$ cat config.mk
export PLATFORM = sky130hd
export DESIGN_NAME = axi_lite_regbank
export DESIGN_NICKNAME = d
export VERILOG_FILES = /design/src/rtl/axi_lite_pkg.sv /design/src/rtl/axi_lite_wr_ctrl.sv /design/src/rtl/axi_lite_regbank.sv
export SDC_FILE = /design/constraint.sdc
export NUM_CORES = 1
export LEC_CHECK = 0
export ABC_AREA = 1
export BUFFER_PORTS_ARGS = -buffer_cell sky130_fd_sc_hd__buf_2
export CORE_AREA = 2 2 243 245
export DETAILED_ROUTE_END_ITERATION = 6
export DIE_AREA = 0 0 245 247
export GPL_TIMING_DRIVEN = 0
export HOLD_SLACK_MARGIN = 0.02
export PLACE_DENSITY = 0.53
export SLEW_MARGIN = 15
export SYNTH_ARGS = -nofsm -noshare
export SYNTH_HDL_FRONTEND = slang
export SYNTH_SLANG_ARGS = --single-unit
$ cat constraint.sdc
create_clock -name ACLK -period 2.05 [get_ports ACLK]
set_input_delay 0.205 -clock ACLK [delete_from_list [all_inputs] [get_ports ACLK]]
set_output_delay 0.205 -clock ACLK [all_outputs]
set_load 0.005 [all_outputs]
$ cat src/rtl/axi_lite_pkg.sv
// Shared types and helpers for the AXI4-Lite register bank.
// Holds the response encoding and the byte-strobe merge used on register writes.
package axi_lite_pkg;

    typedef enum logic [1:0] {
        OKAY   = 2'b00,
        EXOKAY = 2'b01,
        SLVERR = 2'b10,
        DECERR = 2'b11
    } axi_resp_t;

    localparam int unsigned MaxDataWidth = 64;
    localparam int unsigned MaxStrbWidth = MaxDataWidth / 8;

    // Callers zero-extend narrower words and truncate the result back to their width.
    function automatic logic [MaxDataWidth-1:0] strb_merge(
        input logic [MaxDataWidth-1:0] old_data,
        input logic [MaxDataWidth-1:0] new_data,
        input logic [MaxStrbWidth-1:0] strb
    );
        logic [MaxDataWidth-1:0] merged;
        merged = old_data;
        for (int b = 0; b < MaxStrbWidth; b++) begin
            if (strb[b]) begin
                merged[b*8 +: 8] = new_data[b*8 +: 8];
            end
        end
        return merged;
    endfunction

endpackage

$ cat src/rtl/axi_lite_wr_ctrl.sv
// AXI4-Lite write channel control: independent AW/W holding slots, commit decode
// and the B channel. Emits per-register write selects for the register array.
module axi_lite_wr_ctrl
    import axi_lite_pkg::*;
#(
    parameter int unsigned         ADDR_WIDTH = 6,
    parameter int unsigned         DATA_WIDTH = 32,
    parameter int unsigned         NUM_REGS   = 8,
    parameter logic [NUM_REGS-1:0] RO_MASK    = '0
) (
    input  logic                    clk_i,
    input  logic                    rst_i,
    input  logic [ADDR_WIDTH-1:0]   awaddr_i,
    input  logic                    awvalid_i,
    output logic                    awready_o,
    input  logic [DATA_WIDTH-1:0]   wdata_i,
    input  logic [DATA_WIDTH/8-1:0] wstrb_i,
    input  logic                    wvalid_i,
    output logic                    wready_o,
    output logic [1:0]              bresp_o,
    output logic                    bvalid_o,
    input  logic                    bready_i,
    output logic [NUM_REGS-1:0]     wr_sel_o,
    output logic [DATA_WIDTH-1:0]   wr_data_o,
    output logic [DATA_WIDTH/8-1:0] wr_strb_o,
    output logic [NUM_REGS-1:0]     wr_pulse_o
);

    localparam int unsigned StrbWidth = DATA_WIDTH / 8;
    localparam int unsigned AddrLsb   = $clog2(StrbWidth);
    localparam int unsigned IdxWidth  = ADDR_WIDTH - AddrLsb;

    logic                  en_q;
    logic                  aw_held_q, aw_held_d;
    logic                  w_held_q, w_held_d;
    logic [IdxWidth-1:0]   aw_idx_q, aw_idx_d;
    logic [DATA_WIDTH-1:0] wdata_q, wdata_d;
    logic [StrbWidth-1:0]  wstrb_q, wstrb_d;
    logic                  bvalid_q, bvalid_d;
    axi_resp_t             bresp_q, bresp_d;
    logic [NUM_REGS-1:0]   wr_pulse_q;

    logic                  aw_hs, w_hs, commit;
    logic [IdxWidth-1:0]   cur_idx;
    logic [NUM_REGS-1:0]   hit;
    logic                  unused_awaddr_lsb;

    assign unused_awaddr_lsb = ^awaddr_i[AddrLsb-1:0];

    // en_q keeps every READY low until the first cycle after reset is released.
    assign awready_o = en_q && !aw_held_q && !bvalid_q;
    assign wready_o  = en_q && !w_held_q && !bvalid_q;
    assign aw_hs     = awvalid_i && awready_o;
    assign w_hs      = wvalid_i && wready_o;
    assign commit    = (aw_held_q || aw_hs) && (w_held_q || w_hs) && !bvalid_q;

    assign cur_idx   = aw_held_q ? aw_idx_q : awaddr_i[ADDR_WIDTH-1:AddrLsb];
    assign wr_data_o = w_held_q ? wdata_q : wdata_i;
    assign wr_strb_o = w_held_q ? wstrb_q : wstrb_i;

    // Out-of-range indices match no entry, so they fall out as SLVERR.
    always_comb begin
        hit = '0;
        for (int i = 0; i < NUM_REGS; i++) begin
            hit[i] = (int'(cur_idx) == i) && !RO_MASK[i];
        end
    end

    assign wr_sel_o = commit ? hit : '0;

    always_comb begin
        aw_held_d = aw_held_q;
        aw_idx_d  = aw_idx_q;
        w_held_d  = w_held_q;
        wdata_d   = wdata_q;
        wstrb_d   = wstrb_q;
        bvalid_d  = bvalid_q;
        bresp_d   = bresp_q;
        if (aw_hs) begin
            aw_held_d = 1'b1;
            aw_idx_d  = awaddr_i[ADDR_WIDTH-1:AddrLsb];
        end
        if (w_hs) begin
            w_held_d = 1'b1;
            wdata_d  = wdata_i;
            wstrb_d  = wstrb_i;
        end
        if (commit) begin
            aw_held_d = 1'b0;
            w_held_d  = 1'b0;
            bvalid_d  = 1'b1;
            bresp_d   = (|hit) ? OKAY : SLVERR;
        end else if (bvalid_q && bready_i) begin
            bvalid_d = 1'b0;
        end
    end

    always_ff @(posedge clk_i) begin
        if (rst_i) begin
            en_q       <= 1'b0;
            aw_held_q  <= 1'b0;
            aw_idx_q   <= '0;
            w_held_q   <= 1'b0;
            wdata_q    <= '0;
            wstrb_q    <= '0;
            bvalid_q   <= 1'b0;
            bresp_q    <= OKAY;
            wr_pulse_q <= '0;
        end else begin
            en_q       <= 1'b1;
            aw_held_q  <= aw_held_d;
            aw_idx_q   <= aw_idx_d;
            w_held_q   <= w_held_d;
            wdata_q    <= wdata_d;
            wstrb_q    <= wstrb_d;
            bvalid_q   <= bvalid_d;
            bresp_q    <= bresp_d;
            wr_pulse_q <= wr_sel_o;
        end
    end

    assign bvalid_o   = bvalid_q;
    assign bresp_o    = bresp_q;
    assign wr_pulse_o = wr_pulse_q;

endmodule

$ cat src/rtl/axi_lite_regbank.sv
// AXI4-Lite slave register bank: byte-strobed RW registers, read-only status
// registers fed from reg_in, and SLVERR on out-of-range or read-only writes.
module axi_lite_regbank
    import axi_lite_pkg::*;
#(
    parameter int unsigned         ADDR_WIDTH = 6,
    parameter int unsigned         DATA_WIDTH = 32,
    parameter int unsigned         NUM_REGS   = 8,
    parameter logic [NUM_REGS-1:0] RO_MASK    = '0
) (
    input  logic                           ACLK,
    input  logic                           ARESET,
    input  logic [ADDR_WIDTH-1:0]          AWADDR,
    input  logic                           AWVALID,
    output logic                           AWREADY,
    input  logic [DATA_WIDTH-1:0]          WDATA,
    input  logic [DATA_WIDTH/8-1:0]        WSTRB,
    input  logic                           WVALID,
    output logic                           WREADY,
    output logic [1:0]                     BRESP,
    output logic                           BVALID,
    input  logic                           BREADY,
    input  logic [ADDR_WIDTH-1:0]          ARADDR,
    input  logic                           ARVALID,
    output logic                           ARREADY,
    output logic [DATA_WIDTH-1:0]          RDATA,
    output logic [1:0]                     RRESP,
    output logic                           RVALID,
    input  logic                           RREADY,
    output logic [NUM_REGS*DATA_WIDTH-1:0] reg_out,
    input  logic [NUM_REGS*DATA_WIDTH-1:0] reg_in,
    output logic [NUM_REGS-1:0]            wr_pulse
);

    localparam int unsigned StrbWidth = DATA_WIDTH / 8;
    localparam int unsigned AddrLsb   = $clog2(StrbWidth);
    localparam int unsigned IdxWidth  = ADDR_WIDTH - AddrLsb;
    localparam int unsigned BankWidth = NUM_REGS * DATA_WIDTH;

    logic [NUM_REGS-1:0]   wr_sel;
    logic [DATA_WIDTH-1:0] wr_data;
    logic [StrbWidth-1:0]  wr_strb;
    logic [BankWidth-1:0]  regs_q, regs_d;

    axi_lite_wr_ctrl #(
        .ADDR_WIDTH (ADDR_WIDTH),
        .DATA_WIDTH (DATA_WIDTH),
        .NUM_REGS   (NUM_REGS),
        .RO_MASK    (RO_MASK)
    ) u_wr_ctrl (
        .clk_i      (ACLK),
        .rst_i      (ARESET),
        .awaddr_i   (AWADDR),
        .awvalid_i  (AWVALID),
        .awready_o  (AWREADY),
        .wdata_i    (WDATA),
        .wstrb_i    (WSTRB),
        .wvalid_i   (WVALID),
        .wready_o   (WREADY),
        .bresp_o    (BRESP),
        .bvalid_o   (BVALID),
        .bready_i   (BREADY),
        .wr_sel_o   (wr_sel),
        .wr_data_o  (wr_data),
        .wr_strb_o  (wr_strb),
        .wr_pulse_o (wr_pulse)
    );

    // Read-only slots are never selected, so their storage stays at zero.
    always_comb begin
        regs_d = regs_q;
        for (int i = 0; i < NUM_REGS; i++) begin
            if (wr_sel[i]) begin
                regs_d[i*DATA_WIDTH +: DATA_WIDTH] = DATA_WIDTH'(strb_merge(
                    MaxDataWidth'(regs_q[i*DATA_WIDTH +: DATA_WIDTH]),
                    MaxDataWidth'(wr_data),
                    MaxStrbWidth'(wr_strb)));
            end
        end
    end

    always_ff @(posedge ACLK) begin
        if (ARESET) begin
            regs_q <= '0;
        end else begin
            regs_q <= regs_d;
        end
    end

    assign reg_out = regs_q;

    logic                  rd_en_q;
    logic                  rvalid_q, rvalid_d;
    logic [DATA_WIDTH-1:0] rdata_q, rdata_d, rd_lookup;
    axi_resp_t             rresp_q, rresp_d, rd_resp;
    logic [IdxWidth-1:0]   ar_idx;
    logic                  ar_hs;
    logic                  unused_araddr_lsb;

    assign unused_araddr_lsb = ^ARADDR[AddrLsb-1:0];
    assign ar_idx            = ARADDR[ADDR_WIDTH-1:AddrLsb];
    assign ARREADY           = rd_en_q && !rvalid_q;
    assign ar_hs             = ARVALID && ARREADY;

    // Reads sample regs_q, so a same-cycle write is not yet visible.
    always_comb begin
        rd_lookup = '0;
        rd_resp   = SLVERR;
        for (int i = 0; i < NUM_REGS; i++) begin
            if (int'(ar_idx) == i) begin
                rd_resp   = OKAY;
                rd_lookup = RO_MASK[i] ? reg_in[i*DATA_WIDTH +: DATA_WIDTH]
                                       : regs_q[i*DATA_WIDTH +: DATA_WIDTH];
            end
        end
    end

    always_comb begin
        rvalid_d = rvalid_q;
        rdata_d  = rdata_q;
        rresp_d  = rresp_q;
        if (ar_hs) begin
            rvalid_d = 1'b1;
            rdata_d  = rd_lookup;
            rresp_d  = rd_resp;
        end else if (rvalid_q && RREADY) begin
            rvalid_d = 1'b0;
        end
    end

    always_ff @(posedge ACLK) begin
        if (ARESET) begin
            rd_en_q  <= 1'b0;
            rvalid_q <= 1'b0;
            rdata_q  <= '0;
            rresp_q  <= OKAY;
        end else begin
            rd_en_q  <= 1'b1;
            rvalid_q <= rvalid_d;
            rdata_q  <= rdata_d;
            rresp_q  <= rresp_d;
        end
    end

    assign RVALID = rvalid_q;
    assign RDATA  = rdata_q;
    assign RRESP  = rresp_q;

endmodule

Word level (Yosys, flattened, before mapping)
Cells that the tools add are included.
W data, S select, Z words.

storage, ports and cells
  register bits = 345
  memory bits (read-only) = 0
  RAM bits = 0
  memories = 0
  bits of input ports = 311
  output and inout bits = 305
  latch bits = 0

cells by class
  multiply operators = 0
  eq/ne operators = 14
  div/mod/pow operators = 0
  magnitude comparators = 0
  reduce and logical (&&, ||, !) cells = 56
  mux-type cells = 26
  bitwise operators = 0
  add/sub/neg operators = 0
  shifts and indexed selects = 0

operators with widths
  operator              count
  $mux W32              9
  $reduce_and A2 Y1     32
  $eq A4 B4 Y1 const B  8
  $mux W2               9
  $eq A4 B3 Y1 const B  4
  $logic_and A1 B1 Y1   12
  $eq A4 B2 Y1 const B  2
  $logic_not A4 Y1      2
  $mux W4               2
  $mux W8               1
  $reduce_or A8 Y1      1
  $mux W1               5
  $logic_not A1 Y1      4
  $reduce_bool A2 Y1    2
  $logic_or A1 B1 Y1    2
  $reduce_or A2 Y1      1

Depth between registers and ports, before layout
Gate-level depths: netlist of the first run.

  depth in word-level cells = 9
  mapped depth = 12
  mapped depth without buffers = 10

Modules after synthesis
Synthesis of the first run repeated with hierarchy kept, for this count alone.

second synthesis, totals
  cells, all modules = 2045
  area, all modules = 14315.0 um^2

by module, submodules not included
  module            area each (um^2)  instances  cells an instance
  axi_lite_regbank  11917.7           1          1706
  axi_lite_wr_ctrl  2397.3            1          339

Worst setup path after synthesis of the first run
No wires, ideal clock.

  path kind = flip-flop to flip-flop
  from = register u_wr_ctrl.bvalid_q (netlist: u_wr_ctrl.bvalid_o)
  to = register regs_q[117] (netlist: reg_out[117])
  arrival time = 1.731 ns
  required time = 1.934 ns
  path slack = 0.203 ns
  setup time = 0.116 ns
  cell stages (with the launch flop) = 11
  period minus slack after synthesis = 1.847 ns
  path through = dfxtp_1 > nor3_2 > nand2_2 > nand2_2 > nand2_4 > nor2_8 > buf_12 > nand3_4 > buf_6 > o21ai_1 > a21oi_1

between the ends
  word-level cells in the longest chain between the ends = 8
  elaborated cells between the ends (all ways) = 11

ends and longest elaborated chain
  element                             line                     source
  start, declared                     axi_lite_wr_ctrl.sv:39   logic bvalid_q, bvalid_d;
  start signal, assigned              axi_lite_wr_ctrl.sv:116  bvalid_q <= bvalid_d;
  $logic_not A1 Y1                    axi_lite_wr_ctrl.sv:52   assign wready_o = en_q && !w_held_q && !bvalid_q;
  $logic_and A1 B1 Y1                 axi_lite_wr_ctrl.sv:52
  via WREADY                          axi_lite_regbank.sv:19   output logic WREADY,
  $logic_and A1 B1 Y1                 axi_lite_wr_ctrl.sv:54   assign w_hs = wvalid_i && wready_o;
  $logic_or A1 B1 Y1                  axi_lite_wr_ctrl.sv:55   assign commit = (aw_held_q || aw_hs) && (w_held_q || w_hs) && !bvalid_q;
  $logic_and A1 B1 Y1 (2 in series)   axi_lite_wr_ctrl.sv:55
  $mux W8                             axi_lite_wr_ctrl.sv:69   assign wr_sel_o = commit ? hit : '0;
  $reduce_and A2 Y1 (no source line)  --
  end signal, assigned                axi_lite_regbank.sv:86   regs_q <= regs_d;
  end, declared                       axi_lite_regbank.sv:43   logic [BankWidth-1:0] regs_q, regs_d;

The timed path passes the listed nets, and every way through them passes these cells.
A chain may end at the register's enable or synchronous reset.

Worst setup path after layout of the first run
  from = register u_wr_ctrl.en_q
  to = register regs_q[125] (netlist: reg_out[125])

between the ends
  word-level cells in the longest chain between the ends = 8
  elaborated cells between the ends (all ways) = 12

ends and longest elaborated chain
  element                                               line                                            source
  start, declared                                       axi_lite_wr_ctrl.sv:33                          logic en_q;
  start signal, assigned                                axi_lite_wr_ctrl.sv:100                         en_q <= 1'b0;
  start signal, assigned                                axi_lite_wr_ctrl.sv:110                         en_q <= 1'b1;
  $logic_and A1 B1 Y1 (on tied branches) (2 in series)  axi_lite_wr_ctrl.sv:51, axi_lite_wr_ctrl.sv:52
  $logic_and A1 B1 Y1 (on tied branches)                axi_lite_wr_ctrl.sv:53, axi_lite_wr_ctrl.sv:54
  $logic_or A1 B1 Y1                                    axi_lite_wr_ctrl.sv:55
  $logic_and A1 B1 Y1 (*) (2 in series)                 axi_lite_wr_ctrl.sv:55
  $mux W8 (*)                                           axi_lite_wr_ctrl.sv:69
  $reduce_and A2 Y1 (no source line) (*)                --

Mark *: on every way between the ends. The rest lies on a longest branch, timed or not.

==> flow_metrics.py, run 1 <==
metrics = {
    "logic_synthesis": {
        "ys_async_sr_fraction_pct": 0,
        "synth_edf_count": 0,
        "synth_xor_area_share_pct": 0,
        "synthSimpleGateAreaFrac_pct": 16.6,
        "ys.flop_type": "dfxtp_1",
        "synth_commonest_cells": "343 x dfxtp_1, 329 x o21ai_0, 313 x a21oi_1, 313 x inv_1, 236 x nand2_1",
        "synthAdderAreaFrac_pct": 0,
        "synth_area_um2": 14900,
        "synthMuxAreaShare_pct": 0,
        "synth_most_common_cell": "dfxtp_1",
        "synth_top_area_share_pct": 46.0,
        "synth_largest_area_cell": "dfxtp_1",
        "synth_top_family_by_area": "compound AO/OA/AOI/OAI gates",
        "syn_inst": 1999,
        "ys_seq_area_share_pct": 46.0,
        "synth_compound_area_share_pct": 24.6,
        "yosys_warnings": 0,
        "synthDistinctLibCells": 35,
        "syn_area_per_cell_um2": 7.46,
        "ys_seq_elements": 343,
        "netlist_top_cells_area": "dfxtp_1 46%, o21ai_0 11%, a21oi_1 11%, inv_1 7.9%, nand2_1 5.9%",
    },
    "run_status": {
        "outcome": "finished with violations",
        "failed_checks": "setup timing",
    },
    "finish": {
        "area_growth_pct": 40.6,
        "fin_nets": 2800,
        "fin_area_um2": 21000,
        "drive_above_1_share_pct": 27.0,
    },
    "sta": {
        "maxSlewHeadroom_pct": 25.5,
        "rsz0062_at_grt": "yes",
        "hold_viol": 0,
        "min_period_ps": 2080,
        "post-route-worst-setup-slack_ps": -29.9,
        "period_share_pct": 101,
        "max_freq_mhz": 481,
        "worstMarginPinSlew_ps": 1120,
        "drv_slew": 0,
        "clock_skew_ps": 18.7,
        "finalSetupViolCount": 5,
        "fin_hold_ws_ps": 53.4,
    },
    "global_routing": {
        "grt_overflow": 0,
        "antenna_found_initial": 1,
        "grt_pass1_wl_mm": 105,
        "grt_max_degree": 17,
        "gr-usage-all-layers_pct": 24.1,
        "grt_pass1_vias": 15100,
    },
    "routing": {
        "dr.pass1.iters": 5,
        "wire_per_inst_um": 23.2,
        "drt_first_iter_violations": 1368,
        "vias_per_cell": 4.92,
        "num_vias": 16200,
        "ant_nets": 0,
        "wl_mm": 76.3,
        "drc": 0,
    },
    "setup_path": {
        "ff2ff_setup_slack_ps": -30,
        "max_stage_delay_ps": 330,
        "path_class": "flop to flop",
        "critical_path.max_fanout": 8,
        "required_ps": 2510,
        "cpMaxStageDelayCell": "dfxtp_2",
        "endpoint_kind": "flop",
        "startpoint_type": "flop",
        "crit_arrival_ps": 2540,
        "path_buf_inv": 5,
        "crit_chain": "clkinvlp_4 > nor3_4 > nand2_2 > nand2_2 > nand2_4 > nor2_8 > buf_12 > buf_8 > clkbuf_16 > nand3_4 > buf_8 > o21ai_2 > a21oi_2",
        "crit_family": "buffers and inverters",
    },
    "floorplan": {
        "fp-row-count": 89,
        "ios": 616,
        "dieWidth_um": 245,
        "initial_utilization_pct": 25.6,
        "die_h_um": 247,
        "die_area_um2": 60500,
        "core_um2": 58200,
    },
    "clock_network": {
        "clockRootBuffer": "clkbuf_16",
        "h-tree-depth": 2,
        "clockBufferDepth": 3,
        "clock-sinks": 343,
        "cts_tree": "done",
        "cts_buffers": 42,
        "clkTransAtPathRegs_ps": 60,
        "clock_latency_ps": 580,
    },
    "place": {
        "dpl-instance-area_um2": 17700,
        "dp_hpwl_mm": 57.7,
        "numPortBuffers": 352,
        "place_congestion": 0.939,
    },
    "run": {
        "drv_cap": 0,
    },
    "power_and_ir_drop": {
        "pwr_density_cell_nw_per_um2": 780,
        "p_leak_nw": 8.55,
        "vdd_drop_max_uv": 471,
    },
    "worst_hold_path": {
        "min_path_type": "input port to flop",
    },
}
[layer usage]
metal | vias to the layer above | share of wire [%] | GRT usage, %
met5 | - | 0.013 | 0
met4 | 2 | 2.3 | 6.01
met3 | 98 | 10 | 6.94
met2 | 768 | 43 | 36.9
met1 | 7767 | 44 | 33.0
li1 | 7572 | - | -
[worst paths after layout]
check / cells past startpoint / start / endpoint
hold / removal: 5 / WVALID / u_wr_ctrl.w_held_q
hold reg to reg: 2 / reg_out[254] / reg_out[254]
setup / recovery: 13 / u_wr_ctrl.en_q / reg_out[125]
setup reg to reg: 13 / u_wr_ctrl.en_q / reg_out[125]
[layout by cell type (no fill, tap or decap), types with 5 or more instances in the layout]
master and n:
clkbuf_1 59, nand3_1 25, nand2_1 222, nand4_1 26
buf_4 18, a21oi_1 286, clkbuf_8 9, clkinv_2 9
nand2_2 14, clkbuf_2 15, buf_6 22, inv_1 310
nor3_1 21, dfxtp_1 339, o21ai_2 35, nor4_1 8
o21ai_4 5, nor2_1 127, dlygate4sd3_1 43, buf_2 362
buf_12 18, o21ai_1 45, a21oi_2 26, buf_8 17
o21ai_0 300, o22ai_1 15, nand3_4 33, clkbuf_16 58
nor2_4 9
[cell families after synthesis]
family | Yosys count
compound gates | 721
simple gates | 495
buf+inv | 439
flops | 343
other cells | 1
[what timing repair did]
action,in CTS,in global routing
gates resized for setup,69,175
hold buffers,43,0
endpoints found under the setup margin,327,234
pin swaps,5,11
gates cloned,2,18
buffers inserted,30,4
endpoints found under the hold margin,43,0
[stage by stage]
step / setup TNS, ps / setup WS, ps / instances / utilization (%) / power [mW]
floorplan: 0 / 203 / 2000 / - / 7.82
global placement: -97070 / -1350 / 3125 / 30.3 / 8.47
detailed placement: -90560 / -1300 / 3125 / 30.3 / 8.49
CTS: -23.4 / -10.6 / 3274 / 34.6 / 16.3
global route: -1950 / -116 / 3293 / 36.0 / 16.9
finish: -75.3 / -29.9 / 3294 / 36.0 / 16.4
[tightest hold or removal path: cells and delay by family]
family	cells	cell delay, ps
buffers and inverters	2	160
AND/OR/NAND/NOR	3	210
[power by group]
group / switching (mW) / internal, mW
Sequential: 0.0855 / 6.79
Clock: 3.06 / 4.57
Combinational: 1.28 / 0.568
Total: 4.43 / 11.9
[area by class of cell]
type	count	area, um^2
multi-input combinational	1218	6590
sequential	343	6870
tap	773	967
clock inverter	13	123
timing repair buffer	448	3070
clock buffer	62	1280
inverter	319	1210
antenna	1	2.50
buffer	117	853
fill	6161	37300
[registers in the layout, indices dropped and copies added (netlist names)]
signal and flops:
RDATA 32, RRESP 1, RVALID 1, reg_out 256
u_wr_ctrl.aw_held_q 1, u_wr_ctrl.aw_idx_q 4, u_wr_ctrl.bresp_o 1, u_wr_ctrl.bvalid_o 1
u_wr_ctrl.en_q 1, u_wr_ctrl.w_held_q 1, u_wr_ctrl.wdata_q 32, u_wr_ctrl.wr_pulse_o 8
u_wr_ctrl.wstrb_q 4
Power figures use the tool's default switching activity.
==> run 2: changes to the inputs <==
--- a/config.mk
+++ b/config.mk
@@ -13,6 +13,7 @@
 export GPL_TIMING_DRIVEN = 0
 export HOLD_SLACK_MARGIN = 0.02
 export PLACE_DENSITY = 0.53
+export SETUP_SLACK_MARGIN = 0.1
 export SLEW_MARGIN = 15
 export SYNTH_ARGS = -nofsm -noshare
 export SYNTH_HDL_FRONTEND = slang
==> run 2 against run 1 <==
  * The run still ends with setup timing left
  * Worst hold slack improved by 89 ps
  * First-iteration DRC count decreased by 3.0%
  * Die area unchanged
  * Fmax decreased by 1.9%
  * Largest power group unchanged
==> flow_metrics.py, run 2 (synthesis gave the netlist of run 1 again) <==
metrics = {
    "run_status": {
        "outcome": "finished with violations",
        "failed_checks": "setup timing",
    },
    "global_routing": {
        "grt_pass1_wl_mm": 109,
        "grt_pass1_vias": 15600,
        "gr-usage-all-layers_pct": 24.9,
        "antenna_found_initial": 2,
        "grt_overflow": 0,
        "grt_max_degree": 13,
    },
    "routing": {
        "drt_first_iter_violations": 1327,
        "ant_nets": 0,
        "num_vias": 16700,
        "dr.pass1.iters": 5,
        "wl_mm": 79.4,
        "drc": 0,
        "vias_per_cell": 5.01,
        "wire_per_inst_um": 23.8,
    },
    "setup_path": {
        "ff2ff_path_depth": 13,
        "required_ps": 2510,
        "crit_end": "reg_out[29]",
        "endpoint_kind": "flop",
        "critical_path.max_fanout": 8,
        "startpoint_type": "flop",
        "path_class": "flop to flop",
        "startpoint": "u_wr_ctrl.en_q",
        "r2r_end": "reg_out[29]",
        "r2r_start": "u_wr_ctrl.en_q",
        "ff2ff_setup_slack_ps": -70,
        "crit_arrival_ps": 2580,
    },
    "sta": {
        "drv_slew": 0,
        "maxSlewHeadroom_pct": 1.51,
        "post-route-worst-setup-slack_ps": -70.7,
        "fin_hold_ws_ps": 143,
        "period_share_pct": 103,
        "min_period_ps": 2120,
        "clock_skew_ps": 13.9,
        "finalSetupViolCount": 60,
        "hold_viol": 0,
        "tns_ps": -1980,
        "worstMarginPinSlew_ps": 1480,
        "max_freq_mhz": 472,
        "rsz0062_at_grt": "yes",
    },
    "power_and_ir_drop": {
        "internal_power_mw": 12.0,
        "p_leak_nw": 8.98,
        "finalPower_mw": 16.7,
        "pwr_density_cell_nw_per_um2": 739,
        "clock_power_share_pct": 45.9,
        "vdd_drop_max_uv": 480,
        "p_sw_share_pct": 28.0,
        "p_comb_share_pct": 13.0,
        "power_switching_mw": 4.69,
        "p_seq_share_pct": 41.1,
    },
    "worst_hold_path": {
        "min_path_type": "input port to flop",
        "min-delay-start": "WVALID",
    },
    "run": {
        "drv_cap": 0,
    },
    "finish": {
        "layout_commonest_cell": "buf_2",
        "fillers": 5999,
        "final_core_utilization_pct": 38.9,
        "diodes": 0,
        "area_growth_pct": 51.9,
        "mostFrequentLayoutCells": "360 x buf_2, 340 x dfxtp_1, 309 x inv_1",
        "drive_above_1_share_pct": 39.8,
        "largest_reg_flops": 256,
        "fin_nets": 2841,
    },
    "clock_network": {
        "cts_tree": "done",
        "clock_latency_ps": 580,
        "clkTransAtPathRegs_ps": 60,
        "clock-sinks": 343,
        "h-tree-depth": 2,
        "clockRootBuffer": "clkbuf_16",
        "cts_buffers": 42,
        "clockBufferDepth": 3,
    },
    "place": {
        "dp_hpwl_mm": 57.7,
        "numPortBuffers": 352,
        "post-place-ws_ps": -1300,
        "place_congestion": 0.939,
    },
    "floorplan": {
        "die_area_um2": 60500,
        "fp-row-count": 89,
        "core_um2": 58200,
        "ios": 616,
        "initial_utilization_pct": 25.6,
        "die_h_um": 247,
        "dieWidth_um": 245,
    },
}
run 2: cell count changes in the layout (fill, tap and decap cells not counted), sizes merged:
cell           change
inv                +1
clkbuf             -5
dlygate4sd3        +1
clkinvlp           -1
buf               +46
clkdlybuf4s15      -1
diode              -1
run 2: power by group through the flow:
| stage | clock network [mW] | logic, mW | registers, mW |
|---|---|---|---|
| after detailed placement | 0 | 1.48 | 7.01 |
| after floorplan | 0 | 0.823 | 6.99 |
| final | 7.68 | 2.18 | 6.87 |
| after global routing | 8.02 | 2.31 | 6.88 |
| after global placement | 0 | 1.46 | 7.01 |
| after CTS | 7.74 | 1.91 | 6.87 |
run 2: worst max-delay path, stage by stage, from the launching register on:
cell        delay, ps
dfxtp_2           330
clkinvlp_4        140
nor3_4            180
nand2_2           130
nand2_4           100
nand2_4            60
nor2_8            130
buf_12            150
buf_8             130
buf_12            150
nand3_4           140
buf_6             190
o21ai_2           100
a21oi_1            50
run 2: per-stage QoR:
step / area, um^2 / std cells
global route: 22700 / 3334
global placement: 17600 / 3125
finish: 22700 / 3334
CTS: 21300 / 3307
floorplan: 14900 / 2000
detailed placement: 17700 / 3125
run 2: routing by layer:
layer,vias up,GRT usage (%),part of all wire [%]
li1,7681,-,-
met1,8062,33.8,44
met2,835,38.8,43
met3,128,6.84,9.4
met4,2,6.65,2.7
met5,-,0,0.013
run 2: timing repair:
action / 4_1_cts / 5_1_grt
endpoints found under the hold margin: 43 / 0
endpoints found under the setup margin: 329 / 319
hold buffers: 44 / 0
setup buffers: 36 / 19
cloned: 27 / 8
resized for setup: 375 / 418
pin swaps: 59 / 129
run 2: final cells by class:
class                      instances  area, um^2  area share [%]
buffer                           120         921            4.06
clock buffer                      62        1280            5.65
clock inverter                    13         123           0.541
inverter                         319        1220            5.37
multi-input combinational       1218        7810            34.5
sequential                       343        6870            30.3
tap                              773         967            4.27
timing repair buffer             486        3470            15.3
run 2: worst min path at each step:
stage          slack (ps)            endpoint  cells after the start
2_1_floorplan         350            RRESP[1]                      2
3_3_place_gp          450        reg_out[199]                      2
3_5_place_dp          450        reg_out[254]                      2
4_1_cts               110  u_wr_ctrl.w_held_q                      6
5_1_grt               150  u_wr_ctrl.w_held_q                      6
6_report              140  u_wr_ctrl.w_held_q                      6
==> run 3: changes to the inputs <==
--- a/config.mk
+++ b/config.mk
@@ -13,6 +13,7 @@
 export GPL_TIMING_DRIVEN = 0
 export HOLD_SLACK_MARGIN = 0.02
 export PLACE_DENSITY = 0.53
+export RECOVER_POWER = 100
 export SETUP_SLACK_MARGIN = 0.1
 export SLEW_MARGIN = 15
 export SYNTH_ARGS = -nofsm -noshare
==> run 3 against run 2 <==
  * The flow still finishes with violations (setup timing)
  * Via count barely moved
  * First-iteration DRC count rose by 4.8%
  * Sequential share of layout area rose by 0.37 points
==> flow_metrics.py, run 3 (synthesis gave the netlist of run 1 again) <==
metrics = {
    "finish": {
        "mostFrequentLayoutCells": "340 x dfxtp_1, 309 x inv_1, 280 x clkbuf_1",
        "fillers": 6113,
        "largest_reg_flops": 256,
        "multi_input_area_um2": 7810,
        "ff_latch_area_um2": 6870,
        "layoutNonFillerInstCount": 3339,
        "drive_above_1_share_pct": 30.8,
        "fin_nets": 2841,
        "area_growth_pct": 50.1,
        "layout_commonest_cell": "dfxtp_1",
    },
    "sta": {
        "min_period_ps": 2120,
        "post-route-worst-setup-slack_ps": -69.6,
        "rsz0062_at_grt": "yes",
        "max_freq_mhz": 472,
        "drv_slew": 0,
        "fin_hold_ws_ps": 141,
        "worstMarginPinSlew_ps": 1450,
        "tns_ps": -1570,
        "hold_viol": 0,
        "period_share_pct": 103,
        "finalSetupViolCount": 47,
        "clock_skew_ps": 18.1,
        "maxSlewHeadroom_pct": 3.48,
    },
    "setup_path": {
        "endpoint_kind": "flop",
        "required_ps": 2510,
        "crit_chain": "clkinvlp_4 > nor3_4 > nand2_2 > nand2_4 > nand2_4 > nor2_8 > buf_12 > buf_8 > buf_12 > nand3_4 > buf_6 > o21ai_2 > a21oi_1",
        "max_stage_delay_ps": 330,
        "crit_arrival_ps": 2580,
        "cpMaxStageDelayCell": "dfxtp_2",
        "startpoint_type": "flop",
        "path_class": "flop to flop",
        "crit_family": "buffers and inverters",
        "path_buf_inv": 5,
        "critical_path.max_fanout": 8,
    },
    "floorplan": {
        "die_area_um2": 60500,
        "core_um2": 58200,
        "ios": 616,
        "fp-row-count": 89,
        "initial_utilization_pct": 25.6,
        "dieWidth_um": 245,
        "die_h_um": 247,
    },
    "routing": {
        "vias_per_cell": 5.01,
        "drt_first_iter_violations": 1391,
        "wire_per_inst_um": 23.8,
        "dr.pass1.iters": 5,
        "num_vias": 16700,
        "ant_nets": 0,
        "wl_mm": 79.5,
        "drc": 0,
    },
    "place": {
        "numPlacedInstances": 3125,
        "place_congestion": 0.939,
        "dp_hpwl_mm": 57.7,
        "numPortBuffers": 352,
    },
    "power_and_ir_drop": {
        "p_sw_share_pct": 28.0,
        "clock_power_share_pct": 45.9,
        "vdd_drop_max_uv": 483,
        "p_leak_nw": 7.98,
        "p_comb_share_pct": 13.0,
        "internal_power_mw": 12.0,
        "pwr_density_cell_nw_per_um2": 747,
        "p_seq_share_pct": 41.1,
        "power_switching_mw": 4.68,
    },
    "run_status": {
        "outcome": "finished with violations",
        "failed_checks": "setup timing",
    },
    "clock_network": {
        "clock-sinks": 343,
        "clkTransAtPathRegs_ps": 60,
        "clock_latency_ps": 580,
        "cts_tree": "done",
        "h-tree-depth": 2,
        "cts_buffers": 42,
        "clockRootBuffer": "clkbuf_16",
        "clockBufferDepth": 3,
    },
    "global_routing": {
        "gr-usage-all-layers_pct": 24.9,
        "grt_pass1_wl_mm": 109,
        "antenna_found_initial": 2,
        "grt_overflow": 0,
        "grt_max_degree": 13,
        "grt_pass1_vias": 15600,
    },
    "worst_hold_path": {
        "min_path_type": "input port to flop",
    },
    "run": {
        "drv_cap": 0,
    },
}
run 3: power groups by stage:
stage	registers (mW)	logic [mW]	clock network [mW]
after floorplan	6.99	0.823	0
after global placement	7.01	1.46	0
after detailed placement	7.01	1.48	0
after CTS	6.87	1.91	7.74
after global routing	6.88	2.30	8.02
final	6.87	2.17	7.68
run 3: area by class of cell:
cell class | count | area share, %
inverters | 319 | 5.44
diodes | 5 | 0.0559
plain buffers | 120 | 4.10
repair buffers | 486 | 14.2
clock buffers | 62 | 5.72
clock inverters | 13 | 0.548
flip-flops and latches | 343 | 30.7
well taps | 773 | 4.32
multi-input cells | 1218 | 34.9
run 3: worst register-to-register path, cell delays in order, from the launching register on:
cell and delay, ps:
dfxtp_2 330, clkinvlp_4 140, nor3_4 180, nand2_2 130
nand2_4 100, nand2_4 60, nor2_8 130, buf_12 150
buf_8 140, buf_12 150, nand3_4 150, buf_6 200
o21ai_2 100, a21oi_1 50
run 3: path summary, 6_finish.rpt:
check                      start            endpoint  slack, ps  cells after the start
setup / recovery  u_wr_ctrl.en_q         reg_out[29]        -70                     13
hold reg to reg     reg_out[254]        reg_out[254]        460                      2
hold / removal            WVALID  u_wr_ctrl.w_held_q        140                      6
setup reg to reg  u_wr_ctrl.en_q         reg_out[29]        -70                     13
run 3: through the flow:
| step | cell area, um^2 | util (%) | power, mW | setup WS, ps |
|---|---|---|---|---|
| after floorplan | 14900 | - | 7.82 | 203 |
| after global placement | 17600 | 30.3 | 8.47 | -1350 |
| after detailed placement | 17700 | 30.3 | 8.49 | -1300 |
| after CTS | 21300 | 36.5 | 16.5 | -3.88 |
| after global routing | 22400 | 38.4 | 17.2 | -158 |
| final | 22400 | 38.4 | 16.7 | -69.6 |
run 3: what timing repair did:
item | CTS | global route
hold buffers | 44 | 0
resized for setup | 375 | 418
cloned | 27 | 8
hold endpoints to repair | 43 | 0
setup buffers | 36 | 19
setup endpoints to repair | 329 | 319
pin swaps | 59 | 129
run 3: per-layer routing:
layer  GRT usage (%)  vias to the layer above  part of all wire [%]
li1                -                     7697                     -
met1            33.8                     8092                    44
met2            38.8                      814                    44
met3            6.84                      117                   9.8
met4            6.65                        2                   2.6
met5               0                        -                 0.013
